### src/rtl/game_flow_fsm.sv
// -----------------------------------------------------------------------------
// game_flow_fsm
//
// Top-level game-flow controller. It sits directly downstream of the lives
// counter and sequences the game through
//   IDLE -> PLAYING -> RESPAWN / GAME_OVER / WIN
// It drives play gating, the respawn blink, the end screens and a restart
// pulse that reloads the lives/score counters.
//
// Optional build feature:
//   PAUSE_KEY_EN  when defined, adds the pause_key input and the PAUSED state
//                 (encoding 5). A rising edge on pause_key toggles between
//                 PLAYING and PAUSED. Without it, encoding 5 is illegal and
//                 recovers to IDLE like 6 and 7.
//
// Parameters:
//   RESPAWN_SECS   oneSecPulse ticks spent in RESPAWN before play resumes (>=1)
//   GAMEOVER_SECS  oneSecPulse ticks the GAME_OVER screen is held (>=1)
//   LIVES_W        width of lives_count / hud_lives
//
// Ports:
//   clk            in   system clock
//   resetN         in   asynchronous active-low reset
//   start_key      in   synchronised start button level (acts on rising edge)
//   oneSecPulse    in   1-cycle pulse once per second
//   hpLoss_trigger in   1-cycle hit event (also feeds the lives counter)
//   life_over      in   high while the lives count is zero
//   lives_count    in   current lives, forwarded to the HUD
//   level_done     in   level-complete flag
//   pause_key      in   synchronised pause button level (PAUSE_KEY_EN only)
//   state          out  current state: IDLE=0 PLAYING=1 RESPAWN=2
//                       GAME_OVER=3 WIN=4 PAUSED=5
//   play_enable    out  high only in PLAYING; gates player/enemy motion
//   blink_on       out  player-sprite blink during RESPAWN
//   respawn_pulse  out  1 cycle, on RESPAWN -> PLAYING
//   restart_pulse  out  1 cycle, on entry to PLAYING from IDLE or WIN
//   game_over      out  high in GAME_OVER
//   win            out  high in WIN
//   hud_lives      out  lives_count delayed by one clock
//
// All outputs are registered. Each output register is loaded from the
// next-state decode, so every output is aligned with the state it belongs to
// and every pulse is high exactly in the cycle after the decision cycle.
// -----------------------------------------------------------------------------
module game_flow_fsm #(
  parameter int RESPAWN_SECS  = 2,
  parameter int GAMEOVER_SECS = 5,
  parameter int LIVES_W       = 4
) (
  input  logic               clk,
  input  logic               resetN,
  input  logic               start_key,
  input  logic               oneSecPulse,
  input  logic               hpLoss_trigger,
  input  logic               life_over,
  input  logic [LIVES_W-1:0] lives_count,
  input  logic               level_done,
`ifdef PAUSE_KEY_EN
  input  logic               pause_key,
`endif
  output logic [2:0]         state,
  output logic               play_enable,
  output logic               blink_on,
  output logic               respawn_pulse,
  output logic               restart_pulse,
  output logic               game_over,
  output logic               win,
  output logic [LIVES_W-1:0] hud_lives
);

  // Seconds counter only has to reach the larger of the two hold times.
  localparam int MAX_SECS = (RESPAWN_SECS > GAMEOVER_SECS) ? RESPAWN_SECS
                                                           : GAMEOVER_SECS;
  localparam int CNT_W    = $clog2(MAX_SECS + 1);

  localparam logic [CNT_W-1:0] RESPAWN_LAST  = CNT_W'(RESPAWN_SECS - 1);
  localparam logic [CNT_W-1:0] GAMEOVER_LAST = CNT_W'(GAMEOVER_SECS - 1);

  typedef enum logic [2:0] {
    S_IDLE      = 3'd0,
    S_PLAYING   = 3'd1,
    S_RESPAWN   = 3'd2,
    S_GAME_OVER = 3'd3,
`ifdef PAUSE_KEY_EN
    S_PAUSED    = 3'd5,
`endif
    S_WIN       = 3'd4
  } state_t;

  state_t           state_q;
  state_t           state_n;
  logic [CNT_W-1:0] sec_cnt;
  logic [CNT_W-1:0] sec_cnt_n;
  logic             blink_n;
  logic             start_d;
  logic             start_rise;

  assign start_rise = start_key & ~start_d;

`ifdef PAUSE_KEY_EN
  logic pause_d;
  logic pause_rise;

  assign pause_rise = pause_key & ~pause_d;
`endif

  assign state = state_q;

  // ---------------------------------------------------------------------------
  // Next-state, seconds-counter and blink decode
  // ---------------------------------------------------------------------------
  always_comb begin
    // NOTE: every variable driven here gets a default before the case; a path
    // that leaves one unassigned would otherwise infer a latch.
    state_n   = state_q;
    sec_cnt_n = sec_cnt;
    blink_n   = 1'b0;

    case (state_q)
      S_IDLE: begin
        if (start_rise) state_n = S_PLAYING;
      end

      // Priority: losing the last life beats a hit, a hit beats finishing the
      // level. A hit coincident with level_done therefore respawns first and
      // the still-asserted level_done is seen again once play resumes.
      S_PLAYING: begin
        if (life_over)           state_n = S_GAME_OVER;
        else if (hpLoss_trigger) state_n = S_RESPAWN;
`ifdef PAUSE_KEY_EN
        else if (pause_rise)     state_n = S_PAUSED;
`endif
        else if (level_done)     state_n = S_WIN;
      end

      // life_over is checked on every RESPAWN cycle: on the final hit the
      // lives counter reaches zero one cycle after the trigger, when this FSM
      // is already in RESPAWN. Further hits are ignored here.
      S_RESPAWN: begin
        if (life_over)
          state_n = S_GAME_OVER;
        else if (oneSecPulse && (sec_cnt == RESPAWN_LAST))
          state_n = S_PLAYING;
      end

      // Start presses are ignored until the screen times out to IDLE.
      S_GAME_OVER: begin
        if (oneSecPulse && (sec_cnt == GAMEOVER_LAST)) state_n = S_IDLE;
      end

      S_WIN: begin
        if (start_rise) state_n = S_PLAYING;
      end

`ifdef PAUSE_KEY_EN
      // Hits and level completion are frozen while paused.
      S_PAUSED: begin
        if (life_over)       state_n = S_GAME_OVER;
        else if (pause_rise) state_n = S_PLAYING;
      end
`endif

      // Unused encodings recover to IDLE on the next clock.
      default: state_n = S_IDLE;
    endcase

    // The counter restarts on every state change, so a pulse landing in a
    // transition cycle is never counted toward the new state's hold time.
    if (state_n != state_q)
      sec_cnt_n = '0;
    else if (oneSecPulse && ((state_q == S_RESPAWN) || (state_q == S_GAME_OVER)))
      sec_cnt_n = sec_cnt + CNT_W'(1);

    // Blink starts dark on entry to RESPAWN, toggles on each second that
    // stays in RESPAWN, and is forced off on any exit.
    if (state_n == S_RESPAWN)
      blink_n = ((state_q == S_RESPAWN) && oneSecPulse) ? ~blink_on : blink_on;
  end

  // ---------------------------------------------------------------------------
  // State and output registers
  // ---------------------------------------------------------------------------
  always_ff @(posedge clk or negedge resetN) begin
    if (!resetN) begin
      state_q       <= S_IDLE;
      sec_cnt       <= '0;
      start_d       <= 1'b0;
`ifdef PAUSE_KEY_EN
      pause_d       <= 1'b0;
`endif
      play_enable   <= 1'b0;
      blink_on      <= 1'b0;
      respawn_pulse <= 1'b0;
      restart_pulse <= 1'b0;
      game_over     <= 1'b0;
      win           <= 1'b0;
      hud_lives     <= '0;
    end else begin
      // NOTE: non-blocking assignments throughout, so every register here
      // samples the pre-edge values regardless of statement order.
      state_q       <= state_n;
      sec_cnt       <= sec_cnt_n;
      start_d       <= start_key;
`ifdef PAUSE_KEY_EN
      pause_d       <= pause_key;
`endif
      play_enable   <= (state_n == S_PLAYING);
      blink_on      <= blink_n;
      respawn_pulse <= (state_q == S_RESPAWN) && (state_n == S_PLAYING);
      // Un-pausing also enters PLAYING but must not reload the counters.
      restart_pulse <= (state_n == S_PLAYING) &&
                       ((state_q == S_IDLE) || (state_q == S_WIN));
      game_over     <= (state_n == S_GAME_OVER);
      win           <= (state_n == S_WIN);
      hud_lives     <= lives_count;
    end
  end

endmodule
### config.mk
export PLATFORM = sky130hd
export DESIGN_NAME = game_flow_fsm
export DESIGN_NICKNAME = d
export VERILOG_FILES = /design/src/rtl/game_flow_fsm.sv
export SDC_FILE = /design/constraint.sdc
export NUM_CORES = 1
export LEC_CHECK = 0
export ABC_CLOCK_PERIOD_IN_PS = 1480
export CAP_MARGIN = 30
export CELL_PAD_IN_SITES_DETAIL_PLACEMENT = 1
export CELL_PAD_IN_SITES_GLOBAL_PLACEMENT = 2
export CORE_MARGIN = 3
export CORE_UTILIZATION = 26
export DETAILED_ROUTE_END_ITERATION = 7
export PLACE_DENSITY = 0.71
export SLEW_MARGIN = 25
export SYNTH_ARGS = -nofsm -noshare
export SYNTH_HDL_FRONTEND = slang
export SYNTH_SLANG_ARGS = --single-unit
### constraint.sdc
create_clock -name clk -period 1.48 [get_ports clk]
set_input_delay 0.148 -clock clk [delete_from_list [all_inputs] [get_ports clk]]
set_output_delay 0.148 -clock clk [all_outputs]
set_load 0.1 [all_outputs]
== Yosys cells after proc, flatten, opt, wreduce, memory -nomap -nowiden ==
Cells that the tools add are included.

* Add/subtract/negate cells: 1
* Eq/ne operators: 12
* Muxes and demuxes: 12
* Bitwise logic cells: 3
* Reduce and logical (&&, ||, !) cells: 11

{| class="wikitable"
|+ Operator list
! kind !! count
|-
| $mux 3 || 9
|-
| $eq 3x2->1 const B || 4
|-
| $pmux 3 s4 || 1
|-
| $eq 3x1->1 const B || 3
|-
| $eq 3x3->1 const B || 3
|-
| $logic_and 1x1->1 || 6
|-
| $add 3x1->3 const B || 1
|-
| $logic_not 3->1 || 1
|-
| $ne 3x3->1 || 1
|-
| $logic_or 1x1->1 || 2
|-
| $mux 1 || 2
|-
| $ne 2x1->1 const B || 1
|-
| $not 1->1 || 2
|-
| $reduce_bool 2->1 || 1
|-
| $reduce_or 2->1 || 1
|-
| $and 1x1->1 || 1
|}

* Register bits: 17
* Bits of input ports: 11

== Depth between registers and ports, before layout ==
Gate-level depths: netlist (run 1).

* Word-level depth: 7
* Mapped depth: 6

== Least setup slack after synthesis (run 1) ==
Ideal clock, no wire load.

* Path type: register -> register
* Start: register state_q[0] (netlist: state[0])
* End: register sec_cnt[1]
* Arrival time: 1.899 ns
* Setup slack: -0.505 ns
* Cell stages (with the launch flop): 6
* Buffers on the path: 1
* Path through: dfrtp_1 > buf_2 > nor2b_1 > o311ai_1 > o31a_1 > nor3_1

* Cells in the longest elaborated chain, start to end: 6

{| class="wikitable"
|+ Ends and longest elaborated chain
! element !! line !! RTL
|-
| start, declared || 90 || <nowiki>state_t state_q;</nowiki>
|-
| start signal, assigned || 201 || <nowiki>state_q <= state_n;</nowiki>
|-
| $mux 3 || 133 || <nowiki>else if (level_done) state_n = S_WIN;</nowiki>
|-
| $mux 3 || 129 || <nowiki>else if (hpLoss_trigger) state_n = S_RESPAWN;</nowiki>
|-
| $mux 3 || 128 || <nowiki>if (life_over) state_n = S_GAME_OVER;</nowiki>
|-
| $pmux 3 s4 || 119 || <nowiki>case (state_q)</nowiki>
|-
| $ne 3x3->1 || 169 || <nowiki>if (state_n != state_q)</nowiki>
|-
| $mux 3 or $reduce_bool 2->1 (tied branches) || -- ||
|-
| end signal, assigned || 202 || <nowiki>sec_cnt <= sec_cnt_n;</nowiki>
|-
| end, declared || 92 || <nowiki>logic [CNT_W-1:0] sec_cnt;</nowiki>
|}

Several ways; a longest one is shown, not always the timed one.
A chain may end at the register's enable or synchronous reset.

== Worst setup path after layout (run 1) ==
* Start: register sec_cnt[0]
* End: register play_enable

* Cells in the longest elaborated chain, start to end: 6

{| class="wikitable"
|+ Ends and longest elaborated chain
! element !! line !! RTL
|-
| $eq 3x1->1 || 142 || <nowiki>else if (oneSecPulse && (sec_cnt == RESPAWN_LAST))</nowiki>
|-
| $logic_and 1x1->1 || 142 ||
|-
| $mux 3 || 142 ||
|-
| $mux 3 || 140 || <nowiki>if (life_over)</nowiki>
|-
| $pmux 3 s4 * || 119 ||
|-
| via state_n[0] || 91 || <nowiki>state_t state_n;</nowiki>
|-
| $eq 3x1->1 * || 207 || <nowiki>play_enable <= (state_n == S_PLAYING);</nowiki>
|-
| end signal, assigned || 207 ||
|-
| end, declared || 62 || <nowiki>output logic play_enable,</nowiki>
|}

The timed path passes the listed nets; every way through them passes the cells marked *.

==> flow_summary.yaml, run 1 <==
status:
  outcome: "finished with violations"
  violations: "setup timing"
routing:
  wl_um: 2280
  drtIter0Drc: 21
  route.detailed.wl_per_inst_um: 15.0
  vias: 681
  drc: 0
  drtPass1Iterations: 2
  antenna_left: 0
  routed_via_density: 4.48
power:
  power_mw: 2.85
  p_comb_share_pct: 64.8
  power_density_nw_per_um2: 1990
  irDropWorstVdd_uv: 904
  seq_power_share_pct: 26.2
  clockPowerShare_pct: 9.0
  p_int_mw: 1.44
  power_switching_mw: 1.42
  p_leak_nw: 0.602
  swShare_pct: 49.6
timing:
  relSlewSlack_pct: 74.7
  fmax_mhz: 664
  finalCritPeriodShare_pct: 102
  tightest_slew_ns: 0.379
  setup_viol: 4
  period_needed_ns: 1.51
  rsz0062_at_grt: "yes"
  setup_ws_ns: -0.0268
  fin_worst_skew_ns: 0.00693
  slew_viol_final: 0
  finalHoldViolations: 0
logic_synthesis:
  synth_top_cell_area_share_pct: 51.4
  ys_seq_area_share_pct: 51.4
  synth_seq_cells: 17
  synth.net_count: 87
  synth.avg_cell_area_um2: 11.3
  synth_edf_count: 0
  ys_top_cells_by_area: "dfrtp_1, ha_1, nor3_1"
  syn_inst: 73
  ys_top_cells_by_count: "dfrtp_1, inv_1, nor3_1"
  yosysMostFrequentCell: "dfrtp_1"
  yosys.area.top_type: "dfrtp_1"
  ys_warn_count: 0
  syn-cell-area_um2: 828
  async_flop_share_pct: 100
  synthDistinctLibCells: 31
  synthFlopType: "dfrtp_1"
die:
  fp-row-count: 19
  die_area_um2: 3900
  start_util_pct: 28.6
  die_h_um: 62.4
  die_x_um: 62.4
  io_pins: 24
  core_um2: 2900
cells_and_area:
  drive_gt1_share_pct: 40.9
  area_growth_pct: 72.8
  antenna_cells: 0
  instances_no_fill: 152
  final_area_um2: 1430
  layout.nets: 125
run:
  drv_cap: 0
grt:
  grt_pass1_vias: 756
  grt_max_degree: 18
  antenna_found_initial: 0
  grt_usage_pct: 12.5
  grt_pass1_wl_um: 3810
  grt.overflow.total: 0
place:
  dp_slack_ns: -0.134
  numPlacedInstances: 148
  post_dp_cell_area_um2: 1340
  gp_congestion: 0.859
  port-buffer-count: 23
  dpl.hpwl_um: 1740
clocking:
  clock_latency_ns: 0.30
  ctsLongestPathBuffers: 2
  clock_sinks: 17
  cts_root_buffer: "clkbuf_4"
  cts_tree: "built"
  htreeDepth: 1
  ctsHoldBuffers: 0
  numCtsBuffers: 3
  path_clk_slew_ns: 0.10
worst_hold_path:
  hold_path.class: "input pin to asynchronous set/reset pin"
worst_setup_path:
  cp.arrival_ns: 1.70
  cp_data_required_time_ns: 1.68
  crit_type: "flip-flop to flip-flop"
  crit_fanout: 4
  endpoint_kind: "flip-flop"
  startpoint_type: "flip-flop"
==> power by group through the flow <==
stage / Combinational (mW) / Clock (mW) / Sequential, mW
after detailed placement: 1.73 / 0 / 0.749
after CTS: 1.83 / 0.272 / 0.748
after global placement: 1.70 / 0 / 0.743
after floorplan: 0.575 / 0 / 1.26
final: 1.85 / 0.258 / 0.747
after global routing: 1.95 / 0.300 / 0.766
==> cell families after synthesis <==
group,after synthesis,synth area share [%]
fa+ha+maj,3,4.53
mux,1,1.21
compound gates,13,12.8
buf+inv,8,4.83
simple gates,28,22.1
flops,17,51.4
xor+xnor,3,3.17
==> flip-flops by register name (all words and copies together) (netlist names) <==
| name | cells |
|---|---|
| restart_pulse | 1 |
| start_d | 1 |
| game_over | 1 |
| respawn_pulse | 1 |
| state | 3 |
| hud_lives | 4 |
| blink_on | 1 |
| play_enable | 1 |
| sec_cnt | 3 |
| win | 1 |
==> stage by stage <==
stage               TNS (ns)  util, %  hold slack, ns
floorplan             -0.274        -          -0.148
global placement      -0.462     46.3           0.501
detailed placement    -0.656     46.3           0.496
CTS                  -0.0139     48.8           0.171
global route          -0.621     49.4           0.179
finish               -0.0835     49.4           0.169
==> what timing repair did <==
| action | 4_1_cts | 5_1_grt |
|---|---|---|
| gates cloned | 0 | 0 |
| endpoints found under the setup margin | 7 | 7 |
| pin swaps | 4 | 0 |
| setup buffers | 0 | 0 |
| gates resized for setup | 9 | 2 |
==> path summary, 6_finish.rpt <==
kind                                startpoint            end  slack (ns)  cells after the start
worst max-delay path                sec_cnt[0]    play_enable       -0.03                      5
worst min-delay path                    resetN  restart_pulse        0.17                      2
worst max register to register      sec_cnt[0]    play_enable       -0.03                      5
worst min register to register        state[1]       state[0]        0.71                      1
max in group asynchronous               resetN       state[1]        1.08                      2
min in group clk                lives_count[3]   hud_lives[3]        0.29                      1
==> worst max-delay path: stages (launching register included) <==
cell and delay (ns):
dfrtp_1 0.42, ha_2 0.20, and3b_1 0.19, o21ai_1 0.24, o311ai_4 0.17, and2_1 0.20
==> routing by layer <==
| layer | vias up | share of wire [%] | global-route usage (%) |
|---|---|---|---|
| met5 | - | 0 | 0 |
| met4 | 0 | 0.66 | 2.48 |
| met3 | 3 | 5.1 | 4.32 |
| met2 | 19 | 52 | 21.3 |
| met1 | 332 | 42 | 15.2 |
| li1 | 327 | - | - |
==> area by class of cell <==
cell class	instances	area (um2)
Multi-Input combinational cell	48	439
Fill cell	311	1470
Tap cell	42	52.6
Inverter	5	18.8
Timing Repair Buffer	36	458
Sequential cell	17	437
Clock buffer	4	26.3
==> cells in the final DEF, fill, tap and decap left out, types with 2 or more instances in the layout <==
master / Yosys / layout
dfrtp_1: 17 / 14
buf_12: 0 / 13
buf_4: 0 / 13
clkdlybuf4s50_1: 0 / 10
inv_1: 5 / 4
nor3_1: 5 / 4
nand3b_1: 3 / 3
nor2_1: 3 / 3
nor2b_1: 3 / 3
nand2_1: 3 / 3
clkbuf_4: 0 / 3
dfrtp_4: 0 / 3
nand2b_1: 2 / 2
nand3_1: 2 / 2
a21oi_1: 3 / 2
nor3b_2: 0 / 2
o21ai_1: 2 / 2
xor2_1: 2 / 2
(Power assumes the default switching activity.)
==> inputs of run 2 (changes only) <==
Settings changed: TNS_END_PERCENT set to 1.
==> run 2 against run 1 <==
  * The flow still finishes with violations (setup timing)
  * Register-to-register slack hardly changed
  * Final cell count rose by 5.3%
  * Sequential share of layout area fell by 1.0 points
  * Largest power group unchanged
  * First-iteration DRC count shrank 4.8%
==> flow_summary.yaml, run 2 (synthesis gave the netlist of run 1 again) <==
status:
  outcome: "finished with violations"
  violations: "setup timing"
power:
  irDropWorstVdd_uv: 739
  p_leak_nw: 0.633
  power_density_nw_per_um2: 1990
  power_mw: 2.95
place:
  numPlacedInstances: 156
  port-buffer-count: 23
  gp_congestion: 0.866
  dpl.hpwl_um: 1750
timing:
  final.hold.worst_slack_ns: 0.179
  setup_ws_ns: -0.0301
  rsz0062_at_grt: "yes"
  period_needed_ns: 1.51
  finalHoldViolations: 0
  fmax_mhz: 662
  tightest_slew_ns: 0.393
  finalCritPeriodShare_pct: 102
  setup_viol: 4
  slew_viol_final: 0
  relSlewSlack_pct: 73.7
  fin_worst_skew_ns: 0.00714
cells_and_area:
  multi_input_area_um2: 424
  final_cell_mix: "buf_4, dfrtp_1, buf_12"
  final_common_cell: "buf_4"
  largest_register_ffs: 4
  largest_register: "hud_lives"
  seq_area_um2: 437
  layout.nets: 133
  utilization_pct: 51.0
  antenna_cells: 0
  drive_gt1_share_pct: 44.9
  instances_no_fill: 160
  area_growth_pct: 78.7
  n_fill_cell: 318
routing:
  route.detailed.wl_per_inst_um: 13.4
  drtIter0Drc: 20
  routed_via_density: 4.56
  drtPass1Iterations: 3
  wl_um: 2150
  drc: 0
  vias: 729
  antenna_left: 0
clocking:
  ctsLongestPathBuffers: 2
  cts_root_buffer: "clkbuf_4"
  numCtsBuffers: 3
  path_clk_slew_ns: 0.09
  clock_latency_ns: 0.29
  post_cts_buffers: 0
  htreeDepth: 1
  cts_tree: "built"
  clock_sinks: 17
worst_hold_path:
  hold_path.class: "input pin to asynchronous set/reset pin"
die:
  die_area_um2: 3900
  start_util_pct: 28.6
  io_pins: 24
  core_um2: 2900
  die_h_um: 62.4
  die_x_um: 62.4
  fp-row-count: 19
worst_setup_path:
  crit_type: "flip-flop to flip-flop"
  startpoint_type: "flip-flop"
  endpoint_kind: "flip-flop"
  cp.arrival_ns: 1.68
  crit_fanout: 4
  cp_data_required_time_ns: 1.65
run:
  drv_cap: 0
grt:
  grt_pass1_wl_um: 3710
  grt_pass1_vias: 801
  antenna_found_initial: 0
  grt_usage_pct: 12.2
  grt_max_degree: 18
  grt.overflow.total: 0
run 2: critical path: stages (launching register included):
cell and delay, ns:
dfrtp_1 0.39, inv_1 0.10, ha_2 0.23, nand4_4 0.11
o311ai_1 0.10, buf_4 0.17, o311ai_2 0.14, nor2b_1 0.17
run 2: layout make-up:
cell class / count / area share [%]
Timing Repair Buffer: 44 / 35.2
Multi-Input combinational cell: 48 / 28.7
Tap cell: 42 / 3.55
Inverter: 5 / 1.27
Sequential cell: 17 / 29.5
Clock buffer: 4 / 1.78
run 2: power by group:
part           leakage (nW)  internal, mW  switching (mW)
Clock                0.0150         0.105           0.138
Combinational         0.405         0.863            1.15
Sequential            0.213         0.584           0.109
run 2: worst paths after layout:
| check | startpoint | end | slack, ns | cells after the start |
|---|---|---|---|---|
| worst max-delay path | sec_cnt[0] | game_over | -0.03 | 7 |
| worst min-delay path | resetN | hud_lives[2] | 0.18 | 2 |
| worst max register to register | sec_cnt[0] | game_over | -0.03 | 7 |
| worst min register to register | state[1] | win | 0.62 | 2 |
| max in group asynchronous | resetN | state[1] | 1.09 | 2 |
| min in group clk | lives_count[3] | hud_lives[3] | 0.29 | 1 |
run 2: stage by stage:
step	worst slack, ns	cell area, um2	setup TNS (ns)
after floorplan	-0.0790	852	-0.360
after global placement	-0.161	1390	-1.02
after detailed placement	-0.209	1390	-1.26
after CTS	-0.0538	1470	-0.249
after global routing	-0.121	1480	-0.768
final	-0.0301	1480	-0.0943
run 2: timing repair:
action                                  in CTS  in global routing
gates cloned                                 0                  0
hold buffers                                 0                  0
pin swaps                                    4                  1
endpoints found under the setup margin       9                  8
resized for setup                           13                  1
run 2: per-layer routing:
layer | global-route usage, % | vias up | routed length, um
li1 | - | 343 | -
met2 | 20.9 | 20 | 1100
met5 | 0 | - | 0
met1 | 13.9 | 359 | 885
met3 | 3.78 | 7 | 109
met4 | 4.96 | 0 | 46
